## src/rtl/opb_register_ppc2simulink_pkg.sv

```systemverilog
// Shared constants, FSM state type and byte-lane merge helper for the OPB register slaves.
package opb_reg_pkg;

   localparam int unsigned OPB_AWIDTH  = 32;
   localparam int unsigned OPB_DWIDTH  = 32;
   localparam int unsigned OPB_BEWIDTH = OPB_DWIDTH / 8;

   localparam logic [3:0] OPB_REG_OFF_DATA    = 4'h0;
   localparam logic [3:0] OPB_REG_OFF_WRCOUNT = 4'h4;

   typedef enum logic {StIdle, StAck} xfer_state_e;

   // be[3] is OPB_BE[0] and covers the most significant byte once the
   // big-endian bus vectors are assigned to descending [31:0] vectors.
   function automatic logic [OPB_DWIDTH-1:0] be_merge(
      input logic [OPB_DWIDTH-1:0]  old_word,
      input logic [OPB_DWIDTH-1:0]  new_word,
      input logic [OPB_BEWIDTH-1:0] be
   );
      logic [OPB_DWIDTH-1:0] merged;
      merged = old_word;
      for (int i = 0; i < OPB_BEWIDTH; i++) begin
         if (be[i]) merged[8*i +: 8] = new_word[8*i +: 8];
      end
      return merged;
   endfunction

endpackage

```

## src/rtl/opb_register_ppc2simulink_if.sv

```systemverilog
// OPB master/slave signal bundle; bus vectors keep the OPB big-endian bit numbering.
interface opb_register_ppc2simulink_if;
   import opb_reg_pkg::*;

   logic [0:OPB_AWIDTH-1]  OPB_ABus;
   logic [0:OPB_BEWIDTH-1] OPB_BE;
   logic [0:OPB_DWIDTH-1]  OPB_DBus;
   logic                   OPB_RNW;
   logic                   OPB_select;
   logic                   OPB_seqAddr;
   logic [0:OPB_DWIDTH-1]  Sl_DBus;
   logic                   Sl_errAck;
   logic                   Sl_retry;
   logic                   Sl_toutSup;
   logic                   Sl_xferAck;

   modport master (
      output OPB_ABus, OPB_BE, OPB_DBus, OPB_RNW, OPB_select, OPB_seqAddr,
      input  Sl_DBus, Sl_errAck, Sl_retry, Sl_toutSup, Sl_xferAck
   );

   modport slave (
      input  OPB_ABus, OPB_BE, OPB_DBus, OPB_RNW, OPB_select, OPB_seqAddr,
      output Sl_DBus, Sl_errAck, Sl_retry, Sl_toutSup, Sl_xferAck
   );

endinterface

```

## src/rtl/opb_register_ppc2simulink_xfer_ctrl.sv

```systemverilog
// Address-window decode and IDLE/ACK handshake FSM shared by the OPB register slaves.
module opb_slave_xfer_ctrl
   import opb_reg_pkg::*;
#(
   parameter logic [OPB_AWIDTH-1:0] C_BASEADDR = 32'h01080700,
   parameter logic [OPB_AWIDTH-1:0] C_HIGHADDR = 32'h010807FF
) (
   input  logic                  i_clk,
   input  logic                  i_rst,
   input  logic                  i_select,
   input  logic [OPB_AWIDTH-1:0] i_addr,
   output logic                  o_hit,
   output logic                  o_xfer_ack
);

   xfer_state_e r_state;
   xfer_state_e w_state_next;

   assign o_xfer_ack = (r_state == StAck);

   // Masking with the ack keeps a held select from being acked on consecutive cycles.
   assign o_hit = i_select && (i_addr >= C_BASEADDR) && (i_addr <= C_HIGHADDR) && !o_xfer_ack;

   always_ff @(posedge i_clk or posedge i_rst) begin
      if (i_rst) r_state <= StIdle;
      else       r_state <= w_state_next;
   end

   always_comb begin
      w_state_next = r_state;
      unique case (r_state)
         StIdle:  if (o_hit) w_state_next = StAck;
         StAck:   w_state_next = StIdle;
         default: w_state_next = StIdle;
      endcase
   end

endmodule

```

## src/rtl/opb_register_ppc2simulink.sv

```systemverilog
// PPC-to-user-logic control register on OPB with byte-lane writes and an update strobe.
// Define OPB_REG_WRCOUNT_EN to build the write counter readable at offset 0x4.
module opb_register_ppc2simulink
   import opb_reg_pkg::*;
#(
   parameter logic [OPB_AWIDTH-1:0] C_BASEADDR   = 32'h01080700,
   parameter logic [OPB_AWIDTH-1:0] C_HIGHADDR   = 32'h010807FF,
   parameter int                    C_OPB_AWIDTH = 32,
   parameter int                    C_OPB_DWIDTH = 32,
   parameter logic [OPB_DWIDTH-1:0] C_RESET_VAL  = 32'h00000000,
   parameter                        C_FAMILY     = "virtex5"
) (
   input  logic                       OPB_Clk,
   input  logic                       OPB_Rst,
   opb_register_ppc2simulink_if.slave opb,
   output logic [OPB_DWIDTH-1:0]      user_data_out,
   output logic                       user_data_valid
);

   logic [OPB_AWIDTH-1:0]  w_addr;
   logic [OPB_DWIDTH-1:0]  w_wdata;
   logic [OPB_BEWIDTH-1:0] w_be;
   logic [5:0]             w_off;
   logic                   w_hit;
   logic                   w_xfer_ack;
   logic                   w_wr_en;
   logic [OPB_DWIDTH-1:0]  w_rd_word;
   logic                   w_unused_cfg;

   logic [OPB_DWIDTH-1:0]  r_data;
   logic [OPB_DWIDTH-1:0]  r_rdata;
   logic                   r_valid;

   // Big-endian bus vectors land MSB-first in the descending local copies.
   assign w_addr  = opb.OPB_ABus;
   assign w_wdata = opb.OPB_DBus;
   assign w_be    = opb.OPB_BE;
   assign w_off   = {w_addr[5:2], 2'b00};

   assign w_unused_cfg = ^{opb.OPB_seqAddr, C_OPB_AWIDTH, C_OPB_DWIDTH, C_FAMILY};

   opb_slave_xfer_ctrl #(
      .C_BASEADDR (C_BASEADDR),
      .C_HIGHADDR (C_HIGHADDR)
   ) u_xfer_ctrl (
      .i_clk      (OPB_Clk),
      .i_rst      (OPB_Rst),
      .i_select   (opb.OPB_select),
      .i_addr     (w_addr),
      .o_hit      (w_hit),
      .o_xfer_ack (w_xfer_ack)
   );

   assign w_wr_en = w_hit && !opb.OPB_RNW && (w_off == {2'b00, OPB_REG_OFF_DATA}) && (|w_be);

`ifdef OPB_REG_WRCOUNT_EN
   logic [OPB_DWIDTH-1:0] r_wrcount;

   always_ff @(posedge OPB_Clk or posedge OPB_Rst) begin
      if (OPB_Rst)      r_wrcount <= '0;
      else if (w_wr_en) r_wrcount <= r_wrcount + 1'b1;
   end
`endif

   always_comb begin
      w_rd_word = '0;
      if (w_off == {2'b00, OPB_REG_OFF_DATA}) begin
         w_rd_word = r_data;
      end
`ifdef OPB_REG_WRCOUNT_EN
      else if (w_off == {2'b00, OPB_REG_OFF_WRCOUNT}) begin
         w_rd_word = r_wrcount;
      end
`endif
   end

   // Everything commits at the hit edge, so the ack cycle presents registered results only.
   always_ff @(posedge OPB_Clk or posedge OPB_Rst) begin
      if (OPB_Rst) begin
         r_data  <= C_RESET_VAL;
         r_rdata <= '0;
         r_valid <= 1'b0;
      end else begin
         r_valid <= w_wr_en;
         r_rdata <= (w_hit && opb.OPB_RNW) ? w_rd_word : '0;
         if (w_wr_en) r_data <= be_merge(r_data, w_wdata, w_be);
      end
   end

   assign opb.Sl_DBus     = r_rdata;
   assign opb.Sl_xferAck  = w_xfer_ack;
   assign opb.Sl_errAck   = 1'b0;
   assign opb.Sl_retry    = 1'b0;
   assign opb.Sl_toutSup  = 1'b0;
   assign user_data_out   = r_data;
   assign user_data_valid = r_valid;

endmodule

```

## src/flat_wrapper.sv

```systemverilog
// flat-port wrapper written by rule: the top's interface ports become plain ports
module opb_register_ppc2simulink_flat import opb_reg_pkg::*;
#(
   parameter logic [OPB_AWIDTH-1:0] C_BASEADDR   = 32'h01080700,
   parameter logic [OPB_AWIDTH-1:0] C_HIGHADDR   = 32'h010807FF,
   parameter int                    C_OPB_AWIDTH = 32,
   parameter int                    C_OPB_DWIDTH = 32,
   parameter logic [OPB_DWIDTH-1:0] C_RESET_VAL  = 32'h00000000,
   parameter                        C_FAMILY     = "       "
)
  (OPB_Clk, OPB_Rst, user_data_out, user_data_valid, opb_OPB_ABus, opb_OPB_BE, opb_OPB_DBus, opb_OPB_RNW, opb_OPB_select, opb_OPB_seqAddr, opb_Sl_DBus, opb_Sl_errAck, opb_Sl_retry, opb_Sl_toutSup, opb_Sl_xferAck);
  opb_register_ppc2simulink_if opb_i ();
  input  logic OPB_Clk;
  input  logic OPB_Rst;
  output logic [OPB_DWIDTH-1:0] user_data_out;
  output logic user_data_valid;
  input wire logic [$bits(opb_i.OPB_ABus)-1:0] opb_OPB_ABus;
  input wire logic [$bits(opb_i.OPB_BE)-1:0] opb_OPB_BE;
  input wire logic [$bits(opb_i.OPB_DBus)-1:0] opb_OPB_DBus;
  input wire logic [$bits(opb_i.OPB_RNW)-1:0] opb_OPB_RNW;
  input wire logic [$bits(opb_i.OPB_select)-1:0] opb_OPB_select;
  input wire logic [$bits(opb_i.OPB_seqAddr)-1:0] opb_OPB_seqAddr;
  output wire logic [$bits(opb_i.Sl_DBus)-1:0] opb_Sl_DBus;
  output wire logic [$bits(opb_i.Sl_errAck)-1:0] opb_Sl_errAck;
  output wire logic [$bits(opb_i.Sl_retry)-1:0] opb_Sl_retry;
  output wire logic [$bits(opb_i.Sl_toutSup)-1:0] opb_Sl_toutSup;
  output wire logic [$bits(opb_i.Sl_xferAck)-1:0] opb_Sl_xferAck;
  assign opb_i.OPB_ABus = opb_OPB_ABus;
  assign opb_i.OPB_BE = opb_OPB_BE;
  assign opb_i.OPB_DBus = opb_OPB_DBus;
  assign opb_i.OPB_RNW = opb_OPB_RNW;
  assign opb_i.OPB_select = opb_OPB_select;
  assign opb_i.OPB_seqAddr = opb_OPB_seqAddr;
  assign opb_Sl_DBus = opb_i.Sl_DBus;
  assign opb_Sl_errAck = opb_i.Sl_errAck;
  assign opb_Sl_retry = opb_i.Sl_retry;
  assign opb_Sl_toutSup = opb_i.Sl_toutSup;
  assign opb_Sl_xferAck = opb_i.Sl_xferAck;
  opb_register_ppc2simulink #(.C_BASEADDR(C_BASEADDR), .C_HIGHADDR(C_HIGHADDR), .C_OPB_AWIDTH(C_OPB_AWIDTH), .C_OPB_DWIDTH(C_OPB_DWIDTH), .C_RESET_VAL(C_RESET_VAL), .C_FAMILY(C_FAMILY)) u_core (.OPB_Clk(OPB_Clk), .OPB_Rst(OPB_Rst), .opb(opb_i), .user_data_out(user_data_out), .user_data_valid(user_data_valid));
endmodule
```

## config.mk

```make
export PLATFORM = sky130hd
export DESIGN_NAME = opb_register_ppc2simulink_flat
export DESIGN_NICKNAME = d
export VERILOG_FILES = /design/src/rtl/opb_register_ppc2simulink_pkg.sv /design/src/rtl/opb_register_ppc2simulink_if.sv /design/src/rtl/opb_register_ppc2simulink_xfer_ctrl.sv /design/src/rtl/opb_register_ppc2simulink.sv /design/src/flat_wrapper.sv
export SDC_FILE = /design/constraint.sdc
export NUM_CORES = 1
export LEC_CHECK = 0
export CAP_MARGIN = 30
export CORE_ASPECT_RATIO = 1.1
export CORE_MARGIN = 4
export CORE_UTILIZATION = 30
export DETAILED_ROUTE_END_ITERATION = 12
export GPL_TIMING_DRIVEN = 0
export PLACE_DENSITY_LB_ADDON = 0.3
export SYNTH_ARGS = -nofsm -noshare
export SYNTH_HDL_FRONTEND = slang
export SYNTH_SLANG_ARGS = --single-unit
```

## constraint.sdc

```tcl
create_clock -name OPB_Clk -period 2.26 [get_ports OPB_Clk]
set_input_delay 0.452 -clock OPB_Clk [delete_from_list [all_inputs] [get_ports OPB_Clk]]
set_output_delay 0.452 -clock OPB_Clk [all_outputs]
set_load 0.05 [all_outputs]
```

==> impl_metrics.yaml, run 1 <==
placed_design:
  place_ws_ns: -0.955
  dp_hpwl_um: 4780
  place.gp.congestion: 0.654
  place_inst: 407
  port-buffer-count: 133
timing:
  hold_violations: 0
  tightest_slew_ns: 0.697
  rsz0062_at_grt: "false"
  fin_ws_ns: 0.0412
  relSlewSlack: 0.535
  skew_ns: 0.0109
  finalSetupViolations: 0
  drv_slew: 0
  min_period_ns: 2.22
  fmax_mhz: 451
  fin_crit_sh: 0.982
setup_path:
  startpoint: "opb_OPB_ABus[5]"
  criticalPathCategory: "input port to flip-flop"
  r2r-end: "u_core.user_data_out[8]$_DFFE_PP0P_"
  r2r-start: "u_core.u_xfer_ctrl.o_xfer_ack$_DFF_PP0_"
  r2r_slack_ns: 0.34
  crit_end: "u_core.user_data_out[8]$_DFFE_PP0P_"
  cp.required_ns: 2.47
  arrival_ns: 2.43
  reg2regPathDepth: 6
  end_kind: "flip-flop"
  path_max_fanout: 8
  start_kind: "input port"
grt:
  grt.total_usage: 0.137
  grt_pass1_wl_um: 10000
  grt_max_degree: 35
  gr-total-overflow: 0
  antenna_found_initial: 0
  first_global_vias: 1987
clock_tree:
  clk_path_buf_depth: 2
  clkTransAtPathRegs_ns: 0.07
  root_buffer: "clkbuf_8"
  clock_sinks: 66
  clock_latency_ns: 0.33
  cts_hold_buf: 0
  cts_tree: "yes"
  cts_buffers: 9
  htreeDepth: 3
power_and_ir_drop:
  leakage_nw: 1.99
  clkPwrFrac: 0.413
  ir_drop_uv: 296
  intPower_mw: 1.81
  power_frac_seq: 0.511
  p_comb_frac: 0.075
  p_sw_mw: 0.502
  cellPowerDensity_nw_per_um2: 534
  netSwitchingFraction: 0.217
floorplan:
  start_util: 0.311
  fp.dieW_um: 94.6
  coreArea_um2: 7960
  die_h_um: 103
  die-area_um2: 9760
  rows: 34
  io_pins: 142
route:
  viasPerCell: 4.23
  wirelength_um: 6430
  vias: 1826
  drc: 0
  first_iter_violations: 25
  detail-route-antenna-nets: 0
  wl_per_cell_um: 14.9
  first_pass_iters: 3
final_layout:
  drive_gt1_frac: 0.225
  nFillCells: 728
  num_antenna_cells: 0
  nets: 392
  final_core_util: 0.544
  syn_to_final_growth_pct: 74.9
  final_cell_count_no_fill: 432
synth:
  synthTopCellsByArea: "dfrtp_1 (67%), mux2_2 (14%), and2_1 (8.1%), nor4_4 (3.4%), nor4b_1 (1.4%)"
  yosysTopAreaCell: "dfrtp_1"
  yosysMostFrequentCell: "dfrtp_1"
  ys_seq_area_frac: 0.668
  ys_seq_elements: 66
  ys.flop_type: "dfrtp_1"
  ys_top_cells_by_count: "dfrtp_1 (66), and2_1 (32), mux2_2 (30), inv_1 (6)"
  async_flop_share: 1.00
  synth_top_area_frac: 0.668
  synth_area_um2: 2470
  yosysUniqueCellTypes: 18
  synth_area_per_cell_um2: 15.2
  synth_edf_count: 0
  yosys_warnings: 0
  syn_inst: 163
run:
  maxCapViolations: 0
hold_path:
  hold_class: "flip-flop to flip-flop"
outcome:
  status: "completed"
==> final cells by class <==
class                           instances  area [µm²]  share of cell area
Buffer                                  6        37.5             0.00868
Clock buffer                           12         135              0.0312
Clock inverter                          4        52.6              0.0121
Inverter                                6        22.5             0.00521
Multi-Input combinational cell         86         848               0.196
Sequential cell                        66        1650               0.382
Tap cell                              108         135              0.0312
Timing Repair Buffer                  144        1440               0.334
==> cells by family (layout without fill, tap and decap cells) <==
kind of cell | Yosys count | in the layout | share of synthesized area
simple gates | 51 | 51 | 0.159
mux | 32 | 32 | 0.146
other cells | 1 | 3 | 0.00152
flops | 66 | 66 | 0.668
buf+inv | 13 | 172 | 0.0258
==> worst max-delay path, cell delays in order <==
cell and delay [ns]:
dlygate4sd2_1 0.23, or4_4 0.51, or3_4 0.42, nor4_4 0.33, buf_12 0.18, mux2_4 0.30
==> what timing repair did <==
action / CTS / global route
gates resized for setup: 23 / 3
setup endpoints to repair: 64 / 57
pin swaps: 8 / 3
setup buffers: 9 / 1
==> power by group through the flow <==
stage / registers, mW / clock network [mW] / logic (mW)
global placement: 1.20 / 0 / 0.165
CTS: 1.18 / 0.986 / 0.173
detailed placement: 1.20 / 0 / 0.172
finish: 1.18 / 0.954 / 0.174
floorplan: 1.20 / 0 / 0.0432
global route: 1.18 / 1.05 / 0.189
==> layout by cell type (no fill, tap or decap), types with 5 or more instances in the layout <==
master / count
and2_1: 32
buf_4: 10
clkbuf_8: 9
clkdlybuf4s50_1: 129
dfrtp_1: 66
inv_1: 5
mux2_2: 22
mux2_4: 9
nor4_4: 5
==> through the flow <==
| stage | power, mW | hold slack (ns) | setup TNS [ns] | instance area, µm² |
|---|---|---|---|---|
| final | 2.31 | 0.503 | 0 | 4330 |
| after global routing | 2.42 | 0.515 | 0 | 4330 |
| after CTS | 2.34 | 0.504 | 0 | 4300 |
| after detailed placement | 1.38 | 0.488 | -51.79 | 3970 |
| after global placement | 1.37 | 0.481 | -117.09 | 3950 |
| after floorplan | 1.25 | 0.587 | -0.308 | 2490 |
==> worst min path at each step <==
stage,from,slack (ns),cells past startpoint,endpoint
after floorplan,opb_OPB_DBus[15],0.59,1,u_core.user_data_out[15]$_DFFE_PP0P_
after global placement,u_core.user_data_out[19]$_DFFE_PP0P_,0.48,1,u_core.opb.Sl_DBus[12]$_DFF_PP0_
after detailed placement,u_core.user_data_out[22]$_DFFE_PP0P_,0.49,1,u_core.opb.Sl_DBus[9]$_DFF_PP0_
after CTS,u_core.user_data_out[22]$_DFFE_PP0P_,0.50,1,u_core.opb.Sl_DBus[9]$_DFF_PP0_
after global routing,u_core.user_data_out[16]$_DFFE_PP0P_,0.52,1,u_core.opb.Sl_DBus[15]$_DFF_PP0_
final,u_core.user_data_out[22]$_DFFE_PP0P_,0.50,1,u_core.opb.Sl_DBus[9]$_DFF_PP0_
==> metal layers <==
layer  GRT usage  share of wire  vias to the layer above
met3      0.0557          0.094                        8
met2       0.230           0.51                       72
met4      0.0566          0.013                        0
li1            -              -                      860
met1       0.156           0.38                      886
met5           0              0                        -
==> registers in the layout, summed over array words and instances, names as in the netlist <==
name                           cells
u_core.opb.Sl_DBus                32
u_core.u_xfer_ctrl.o_xfer_ack      1
u_core.user_data_out              32
u_core.user_data_valid             1
Note: power is estimated with default switching activity, not from simulation.
==> inputs of run 2 (changes only) <==
Settings changed: CAP_MARGIN 30 to unset.
==> run 2 against run 1 <==
Net effect: sequential share of layout area did not move; sequential power barely moved; worst setup slack did not move; core utilization did not move; routed wire length did not move; maximum frequency did not move; largest cell class unchanged; largest power group unchanged.
==> impl_metrics.yaml, run 2 (synthesis results as in run 1) <==
power_and_ir_drop:
  cellPowerDensity_nw_per_um2: 534
  leakage_nw: 1.99
  ir_drop_uv: 296
grt:
  grt.total_usage: 0.137
  gr-total-overflow: 0
  antenna_found_initial: 0
  grt_busiest_layer: "met2"
  grt_use_met3: 0.0557
  first_global_vias: 1987
  met1_usage: 0.156
  grt_pass1_wl_um: 10000
  grt_util_met2: 0.230
  grt_max_degree: 35
timing:
  skew_ns: 0.0109
  min_period_ns: 2.22
  fin_hold_ws_ns: 0.503
  rsz0062_at_grt: "false"
  fin_setup_tns_ns: 0
  fin_crit_sh: 0.982
  drv_slew: 0
  finalSetupViolations: 0
  hold_violations: 0
  relSlewSlack: 0.535
  fmax_mhz: 451
  tightest_slew_ns: 0.697
  fin_ws_ns: 0.0412
route:
  first_pass_iters: 3
  detail-route-antenna-nets: 0
  drc: 0
  vias: 1826
  first_iter_violations: 25
  wirelength_um: 6430
  viasPerCell: 4.23
  wl_per_cell_um: 14.9
floorplan:
  io_pins: 142
  start_util: 0.311
  fp.dieW_um: 94.6
  rows: 34
  coreArea_um2: 7960
  die-area_um2: 9760
  die_h_um: 103
clock_tree:
  cts_buffers: 9
  clk_path_buf_depth: 2
  clkTransAtPathRegs_ns: 0.07
  clock_sinks: 66
  cts_hold_buf: 0
  cts_tree: "yes"
  htreeDepth: 3
  root_buffer: "clkbuf_8"
  clock_latency_ns: 0.33
final_layout:
  final_cell_count_no_fill: 432
  final_core_util: 0.544
  seq_area_um2: 1650
  syn_to_final_growth_pct: 74.9
  nFillCells: 728
  final_common_cell: "clkdlybuf4s50_1"
  multi_input_area_um2: 848
  drive_gt1_frac: 0.225
  num_antenna_cells: 0
  final_cell_mix: "clkdlybuf4s50_1 (129), dfrtp_1 (66), and2_1 (32)"
  nets: 392
setup_path:
  r2r-end: "u_core.user_data_out[8]$_DFFE_PP0P_"
  startpoint: "opb_OPB_ABus[5]"
  start_kind: "input port"
  path_buf_inv: 2
  crit_family: "simple AND/OR/NAND/NOR gates"
  r2r_slack_ns: 0.34
  slowest_delay_ns: 0.51
  end_kind: "flip-flop"
  criticalPathCategory: "input port to flip-flop"
  cp.depth: 6
  crit_chain: "dlygate4sd2_1 > or4_4 > or3_4 > nor4_4 > buf_12 > mux2_4"
  slowest_stage: "or4_4"
  cp.required_ns: 2.47
  r2r-start: "u_core.u_xfer_ctrl.o_xfer_ack$_DFF_PP0_"
  crit_end: "u_core.user_data_out[8]$_DFFE_PP0P_"
  arrival_ns: 2.43
  path_max_fanout: 8
  reg2regPathDepth: 6
placed_design:
  dp_hpwl_um: 4780
  place_ws_ns: -0.955
  port-buffer-count: 133
  place_inst: 407
  place.gp.congestion: 0.654
hold_path:
  hold_class: "flip-flop to flip-flop"
outcome:
  status: "completed"
run:
  maxCapViolations: 0
## run 2: per-stage QoR
stage / power [mW] / instance area, µm²
2_1_floorplan: 1.25 / 2490
3_3_place_gp: 1.37 / 3950
3_5_place_dp: 1.38 / 3970
4_1_cts: 2.34 / 4300
5_1_grt: 2.42 / 4330
6_report: 2.31 / 4330
## run 2: cell type report
type / instances / area share
buffer: 6 / 0.00868
tap: 108 / 0.0312
sequential: 66 / 0.382
multi-input combinational: 86 / 0.196
clock inverter: 4 / 0.0121
inverter: 6 / 0.00521
clock buffer: 12 / 0.0312
timing repair buffer: 144 / 0.334
## run 2: what timing repair did
action / in CTS / in global routing
gates resized for setup: 23 / 3
endpoints found under the setup margin: 64 / 57
setup buffers: 9 / 1
pin swaps: 8 / 3
## run 2: how the worst min path moves through the flow
stage,depth (start not counted),from,slack [ns],end
after floorplan,1,opb_OPB_DBus[15],0.59,u_core.user_data_out[15]$_DFFE_PP0P_
after global placement,1,u_core.user_data_out[19]$_DFFE_PP0P_,0.48,u_core.opb.Sl_DBus[12]$_DFF_PP0_
after detailed placement,1,u_core.user_data_out[22]$_DFFE_PP0P_,0.49,u_core.opb.Sl_DBus[9]$_DFF_PP0_
after CTS,1,u_core.user_data_out[22]$_DFFE_PP0P_,0.50,u_core.opb.Sl_DBus[9]$_DFF_PP0_
after global routing,1,u_core.user_data_out[16]$_DFFE_PP0P_,0.52,u_core.opb.Sl_DBus[15]$_DFF_PP0_
final,1,u_core.user_data_out[22]$_DFFE_PP0P_,0.50,u_core.opb.Sl_DBus[9]$_DFF_PP0_
## run 2: worst reg2reg max path, stage by stage, from the launching register on
cell and delay (ns):
dfrtp_1 0.39, nor4bb_1 0.34, nand3_2 0.10, buf_4 0.20, nor4_4 0.28, buf_12 0.18, mux2_4 0.30
## run 2: layer usage
layer / wire [µm] / vias up
met3: 606 / 8
met5: 0 / -
li1: - / 860
met4: 82 / 0
met1: 2430 / 886
met2: 3310 / 72
## run 2: where the power goes
part	internal [mW]	total, mW	leakage (nW)	switching (mW)
combinational	0.113	0.174	0.973	0.0615
clock	0.513	0.954	0.0945	0.440
sequential	1.18	1.18	0.923	0.0000000111
==> inputs of run 3 (changes only) <==
Settings changed: CTS_CLUSTER_DIAMETER set to 100.
==> results of run 3 <==
Final layout, timing and power as in run 2 (identical DEF).
